<file path="src/rtl/shift_tx_ctrl.sv">
// shift_tx_ctrl: frames a parallel word as start, WIDTH data bits LSB-first,
// and a stop bit. Each bit lasts DIV clocks. Words arrive via in_valid/in_ready.
//   clk, clr_n (async active-low), abort (sync frame abort)
//   in_valid, din[WIDTH-1:0] -> in_ready
//   sout (serial line, idles high), busy, done (1-cycle end-of-frame pulse)
module shift_tx_ctrl #(
  parameter int WIDTH = 4,
  parameter int DIV   = 4
) (
  input  logic             clk,
  input  logic             clr_n,
  input  logic             abort,
  input  logic             in_valid,
  input  logic [WIDTH-1:0] din,
  output logic             in_ready,
  output logic             sout,
  output logic             busy,
  output logic             done
);

  localparam int DW = (DIV > 1) ? $clog2(DIV) : 1;
  localparam int BW = (WIDTH > 1) ? $clog2(WIDTH) : 1;

  typedef enum logic [1:0] {
    IDLE,
    START,
    DATA,
    STOP
  } state_t;

  state_t           state_q;
  logic [WIDTH-1:0] sr_q;
  logic [DW-1:0]    dcnt_q;
  logic [BW-1:0]    bcnt_q;
  logic             sout_q;
  logic             busy_q;
  logic             done_q;

  logic             dlast;
  logic             blast;
  logic             xfer;
  logic [WIDTH:0]   sr_ext;
  logic [WIDTH-1:0] sr_sh;

  assign dlast = (dcnt_q == DW'(DIV - 1));
  assign blast = (bcnt_q == BW'(WIDTH - 1));

  // The last stop-bit cycle also accepts, so back-to-back frames
  // have no idle-high gap between them.
  assign in_ready = (state_q == IDLE) ||
                    ((state_q == STOP) && dlast);
  assign xfer     = in_valid && in_ready && !abort;

  // Right shift with a 1 filled in; written to stay legal for WIDTH=1.
  assign sr_ext = {1'b1, sr_q} >> 1;
  assign sr_sh  = sr_ext[WIDTH-1:0];

  assign sout = sout_q;
  assign busy = busy_q;
  assign done = done_q;

  always_ff @(posedge clk or negedge clr_n) begin
    if (!clr_n) begin
      state_q <= IDLE;
      sr_q    <= '0;
      dcnt_q  <= '0;
      bcnt_q  <= '0;
      sout_q  <= 1'b1;
      busy_q  <= 1'b0;
      done_q  <= 1'b0;
    end else begin
      done_q <= 1'b0;
      if (abort) begin
        state_q <= IDLE;
        dcnt_q  <= '0;
        bcnt_q  <= '0;
        sout_q  <= 1'b1;
        busy_q  <= 1'b0;
      end else begin
        unique case (state_q)
          IDLE: begin
          end
          START: begin
            if (dlast) begin
              state_q <= DATA;
              dcnt_q  <= '0;
              sout_q  <= sr_q[0];
            end else begin
              dcnt_q <= dcnt_q + 1'b1;
            end
          end
          DATA: begin
            if (dlast) begin
              sr_q   <= sr_sh;
              dcnt_q <= '0;
              if (blast) begin
                state_q <= STOP;
                bcnt_q  <= '0;
                sout_q  <= 1'b1;
              end else begin
                bcnt_q <= bcnt_q + 1'b1;
                sout_q <= sr_sh[0];
              end
            end else begin
              dcnt_q <= dcnt_q + 1'b1;
            end
          end
          STOP: begin
            if (dlast) begin
              state_q <= IDLE;
              dcnt_q  <= '0;
              busy_q  <= 1'b0;
              done_q  <= 1'b1;
            end else begin
              dcnt_q <= dcnt_q + 1'b1;
            end
          end
        endcase
        // A new word overrides the end-of-frame return to IDLE.
        if (xfer) begin
          state_q <= START;
          sr_q    <= din;
          dcnt_q  <= '0;
          bcnt_q  <= '0;
          sout_q  <= 1'b0;
          busy_q  <= 1'b1;
        end
      end
    end
  end

endmodule
</file>
<file path="config.mk">
export PLATFORM = sky130hd
export DESIGN_NAME = shift_tx_ctrl
export DESIGN_NICKNAME = d
export VERILOG_FILES = /design/src/rtl/shift_tx_ctrl.sv
export SDC_FILE = /design/constraint.sdc
export NUM_CORES = 1
export LEC_CHECK = 0
export ABC_AREA = 1
export BUFFER_PORTS_ARGS = -buffer_cell sky130_fd_sc_hd__buf_2
export CAP_MARGIN = 15
export CORE_MARGIN = 1.5
export CORE_UTILIZATION = 54
export DETAILED_ROUTE_END_ITERATION = 10
export GPL_TIMING_DRIVEN = 0
export HOLD_SLACK_MARGIN = 0.15
export PLACE_DENSITY = 0.77
export SLEW_MARGIN = 20
export SYNTH_ARGS = -nofsm -noshare
export SYNTH_HDL_FRONTEND = slang
export SYNTH_SLANG_ARGS = --single-unit
</file>
<file path="constraint.sdc">
create_clock -name clk -period 1.9 [get_ports clk]
set_clock_uncertainty 0.2 [all_clocks]
set_input_delay 0.57 -clock clk [delete_from_list [all_inputs] [get_ports clk]]
set_output_delay 0.57 -clock clk [all_outputs]
set_load 0.02 [all_outputs]
</file>
==> impl_results.md, run 1 <==
* Run status: finished with violations
* Failing checks: setup timing
* Yosys warnings at 0
* Final Hold Slack at 0.275 ns
* First-pass GRT wire length at 2720 um
* Via/cell ratio at 5.22
* Post-synthesis mux area share at 0%
* Area share of fa/ha/maj cells after synthesis at 10.7%
* Most frequent cells in the layout: nand2_1, nand3_1, dfrtp_1, buf_2, nor2_1
* GRT Overall Usage at 20.8%
* Leading cell type in the layout, fill and taps excluded: nand2_1
* Slew Limit Fails at 0
* Die ar. at 0.00176 sq mm
* Final Wtd Congestion at 0.795
* Initial DRC Count at 24
* Worst IR Drop VDD at 0.000752 V
* N_diodes at 0
* HP Class: reg2reg
* # setup viols final at 1
* Largest net degree at the start of global routing at 14
* Worst setup margin at -0.0607 ns
* Final core utilization at 76.3%
* Htree depth at 1
* Max Root-Sink Buffers at 2
* Net Count, Synth at 113
* Relative slew slack at 80.4%
* Power Dens Cells at 1310 mW/mm^2
* Total congestion overflow at 0
* Share of layout cells above drive strength 1 at 39.7%
* Clock transition at path regs at 0.09 ns
* Achievable frequency at 510 MHz
* Maxcap violations at 0
* Crit path DAT at 1.19 ns
* CTS tree: built
* DIE HEIGHT at 41.9 um
* Crit start category: flip-flop
* Post-synthesis compound-gate area fraction at 11.5%
* Routed length per instance at 12.3 um
* CTS Buf Count at 3
* Post-synthesis xor/xnor area fraction at 0%
* Synthesized flop and latch total at 13
* Antenna violations before repair at 0
* WS Path Type: reg2out
* Drc violations at 0
* Hold Violations, Final at 0
* Final ANT Viol Nets at 0
* Core Box Area at 0.00135 sq mm
* Clock Root Buffer: clkbuf_4
* Routed WL at 1670 um
* Final cell count without fillers at 136
* Post-Syn Area per Cell at 8.34 sq um
* TritonCTS sink count at 13
* Drt pass-1 iters at 4
* Layout Area Growth over Synthesis at 26.0%
* Lkg Pwr at 0.548 nW
* Top cells by area, synth: dfrtp_1, ha_1, nand2_1
* Period utilization at 103%
* Cell Rows at 13
* Min Tclk post-route at 1.96 ns
* DP HPWL at 1220 um
* Area leader, netlist: dfrtp_1
* Combinational family with the most area after synthesis: simple AND/OR/NAND/NOR gates
* Vias in the first global route at 659
* Nets at 137
* Synthesized area at 817 sq um
* Total power at 1.35 mW
* Crit end category: primary output
* Num ports at 12
* Synth Area in Simple Gates at 31.1%
* RSZ-0062 raised after global routing: true
* Actual slew at the worst max-slew pin at 0.293 ns
* Synth top area share at 36.8%
* Worst path required time at 1.13 ns
* Mapped Cells at 98
* Clk_lat worst skew at 0.29 ns
* Placed cell count at 124
* Initial core utilization at 60.5%
* Die Width at 41.9 um
* Critical Path Fanout Max at 4
* Via count at 710
* Sequential fraction of the synthesis area at 40.0%
* Post-synth cell types at 20
* Number of port buffers at 11
[cell usage after synthesis]
cell type / count
o21ai_2: 2
nand2_1: 18
nand3_1: 13
nor2_1: 8
inv_4: 1
nand2_2: 2
nand2_4: 3
ha_1: 7
dfstp_2: 1
dfrtp_1: 12
inv_2: 4
a21oi_4: 1
o21ai_0: 6
nand4_2: 1
nand4_1: 1
inv_1: 9
or2_2: 1
nand3_2: 2
a21oi_1: 3
o21ai_1: 3
[layer usage]
metal	GRT usage [%]	up-vias	routed length, um
met5	0	-	0
met4	10.3	0	28
met3	5.65	5	82
met2	34.1	19	752
met1	24.9	318	810
li1	-	368	-
[kinds of logic after synthesis]
family                     Yosys count
and+or+nand+nor                     49
buffers and inverters               14
adders and majority gates            7
AOI/OAI and AO/OA                   15
DFF                                 13
[flip-flops by register name, summed over array words and instances (netlist names)]
name     flops
sr_q         4
dcnt_q       2
state_q      2
bcnt_q       2
done         1
sout         1
busy         1
[timing repair]
item / 4_1_cts / 5_1_grt
gates resized for setup: 9 / 5
gates cloned: 0 / 0
hold buffers: 1 / 0
buffers inserted: 5 / 2
pin swaps: 4 / 1
endpoints found under the hold margin: 12 / 0
endpoints found under the setup margin: 1 / 2
[final timing paths]
kind / start / end / slack (ns) / depth (start not counted)
setup / recovery: state_q[0]$_DFFE_PN0P_ / in_ready / -0.06 / 5
hold / removal: sout$_DFFE_PN1P_ / sout$_DFFE_PN1P_ / 0.27 / 2
setup reg to reg: state_q[0]$_DFFE_PN0P_ / sr_q[1]$_DFFE_PN0P_ / 0.17 / 8
hold reg to reg: sout$_DFFE_PN1P_ / sout$_DFFE_PN1P_ / 0.27 / 2
max in group asynchronous: clr_n / sout$_DFFE_PN1P_ / 0.73 / 2
min in group asynchronous: clr_n / sr_q[2]$_DFFE_PN0P_ / 0.49 / 2
[worst max-delay path, cell delays in order, from the launching register on]
cell	delay, ns
dfrtp_2	0.45
inv_2	0.10
ha_4	0.15
inv_4	0.04
nand2_4	0.05
buf_6	0.11
[area by class of cell]
type	instances	area, sq um
multi-input cells	71	475
flip-flops and latches	13	329
fillers	96	320
repair buffers	19	124
inverters	14	55.1
clock buffers	3	22.5
well taps	15	18.8
clock inverters	1	5.00
[stage by stage]
stage	setup TNS (ns)	setup WS [ns]	area (sq um)
floorplan	0	0.221	817
global placement	0	0.0580	891
detailed placement	0	0.0417	891
CTS	-0.0807	-0.0807	995
global route	-0.113	-0.113	1030
finish	-0.0607	-0.0607	1030
[where the power goes]
group / internal (mW) / switching (mW) / total (mW)
sequential: 0.376 / 0.0658 / 0.441
combinational: 0.330 / 0.406 / 0.736
clock: 0.0783 / 0.0977 / 0.176
Power figures use the tool's default switching activity.
==> inputs of run 2 (changes only) <==
- CAP_MARGIN: 15 -> 20
- CORE_UTILIZATION: 54 -> 37
- PLACE_DENSITY: 0.77 -> 0.57
==> run 2 against run 1 <==
The flow still finishes with violations (setup timing); hold slack about the same; via count up 3.0%; register-to-register slack worse by 0.07 ns; core utilization down 24 points; clock power down 4%.
==> impl_results.md, run 2 (same netlist as run 1, synthesis figures left out) <==
* CTS Buf Count at 3
* Critical Path Fanout Max at 4
* Power Dens Cells at 1310 mW/mm^2
* Leading cell type in the layout, fill and taps excluded: nand2_1
* Clock Root Buffer: clkbuf_4
* First-pass GRT wire length at 3160 um
* Drt pass-1 iters at 4
* RSZ-0062 raised after global routing: true
* Routed length per instance at 11.7 um
* GRT Overall Usage at 16.7%
* Lkg Pwr at 0.569 nW
* Nets at 141
* Failing checks: setup timing
* Top reg by flops: sr_q
* Die Width at 50.0 um
* Maxcap violations at 0
* Actual slew at the worst max-slew pin at 0.291 ns
* Via/cell ratio at 4.81
* Initial core utilization at 40.4%
* # setup viols final at 1
* Relative slew slack at 80.6%
* Worst IR Drop VDD at 0.000567 V
* Period utilization at 102%
* Clk_lat worst skew at 0.27 ns
* Achievable frequency at 516 MHz
* Share of layout cells above drive strength 1 at 39.2%
* Core Box Area at 0.00202 sq mm
* Min Tclk post-route at 1.94 ns
* Max Root-Sink Buffers at 2
* N_diodes at 0
* DRT met1 WL at 743 um
* Via count at 731
* HP Class: reg2reg
* Layout Area Growth over Synthesis at 29.9%
* Slew Limit Fails at 0
* Routed WL at 1770 um
* Cell Rows at 16
* Number of port buffers at 11
* Final Wtd Congestion at 0.734
* Top sig layer: met4
* Max reg flops at 4
* CTS tree: built
* Total congestion overflow at 0
* Die ar. at 0.00250 sq mm
* Antenna violations before repair at 0
* Area of the multi-input gates at 465 sq um
* Crit path DAT at 1.17 ns
* Clock transition at path regs at 0.08 ns
* Drc violations at 0
* Final ANT Viol Nets at 0
* Hold Violations, Final at 0
* Most frequent cells in the layout: nand2_1, nand3_1, dfrtp_1, buf_4, buf_2
* Met3 routed WL at 89 um
* Met2 WL at 919 um
* Initial DRC Count at 15
* Largest net degree at the start of global routing at 14
* DIE HEIGHT at 50.0 um
* Crit start category: flip-flop
* TritonCTS sink count at 13
* WS Path Type: reg2out
* Htree depth at 1
* Worst path required time at 1.13 ns
* Num ports at 12
* Register area at 327 sq um
* Final setup TNS at -0.0378 ns
* Worst setup margin at -0.0378 ns
* Run status: finished with violations
* Crit end category: primary output
* DP HPWL at 1300 um
* Total power at 1.39 mW
* Final Hold Slack at 0.275 ns
* Filler instances at 201
* Vias in the first global route at 768
==> run 2: cell count changes in the layout (fill, tap and decap cells not counted), sizes merged <==
cell / delta
buf: +4
clkinv: -1
clkbuf: +1
==> run 2: cell type report <==
cell class	instances	area share, %
Inverter	14	5.19
Sequential cell	13	30.8
Tap cell	27	3.18
Timing Repair Buffer	23	14.5
Clock buffer	4	2.48
Multi-Input combinational cell	71	43.9
==> run 2: worst paths after layout <==
path / cells after the start / end / startpoint / slack, ns
min in group asynchronous: 2 / busy$_DFFE_PN0P_ / clr_n / 0.50
min reg2reg: 2 / sout$_DFFE_PN1P_ / sout$_DFFE_PN1P_ / 0.27
min: 2 / sout$_DFFE_PN1P_ / sout$_DFFE_PN1P_ / 0.27
max reg2reg: 9 / sr_q[1]$_DFFE_PN0P_ / state_q[1]$_DFFE_PN0P_ / 0.10
max: 4 / in_ready / state_q[0]$_DFFE_PN0P_ / -0.04
max in group asynchronous: 2 / sout$_DFFE_PN1P_ / clr_n / 0.72
==> run 2: critical path, stage by stage (launching register included) <==
cell,delay [ns]
dfrtp_1,0.42
ha_2,0.23
nand2_4,0.08
nand2_4,0.05
buf_6,0.12
==> run 2: metrics by stage <==
step | setup WS (ns) | util, % | std cells | instance area (sq um)
floorplan | 0.221 | - | 98 | 817
detailed placement | 0.0421 | 44.8 | 136 | 906
CTS | -0.0592 | 50.6 | 148 | 1020
global route | -0.100 | 52.5 | 152 | 1060
finish | -0.0378 | 52.5 | 152 | 1060
global placement | 0.0534 | 44.8 | 136 | 906
==> run 2: power breakdown <==
group | switching [mW] | total (mW) | internal (mW)
registers | 0.0562 | 0.428 | 0.372
logic | 0.417 | 0.788 | 0.371
clock network | 0.0880 | 0.169 | 0.0814
==> run 2: repair_timing <==
| action | CTS | global route |
|---|---|---|
| gates cloned | 0 | 0 |
| endpoints found under the hold margin | 12 | 0 |
| buffers inserted | 7 | 4 |
| resized for setup | 9 | 2 |
| endpoints found under the setup margin | 1 | 2 |
| hold buffers | 1 | 0 |
| pin swaps | 3 | 4 |
==> run 2: per-layer routing <==
| metal | vias up | global-route usage, % |
|---|---|---|
| li1 | 377 | - |
| met1 | 330 | 19.1 |
| met2 | 20 | 28.5 |
| met3 | 4 | 5.76 |
| met4 | 0 | 6.02 |
| met5 | - | 0 |
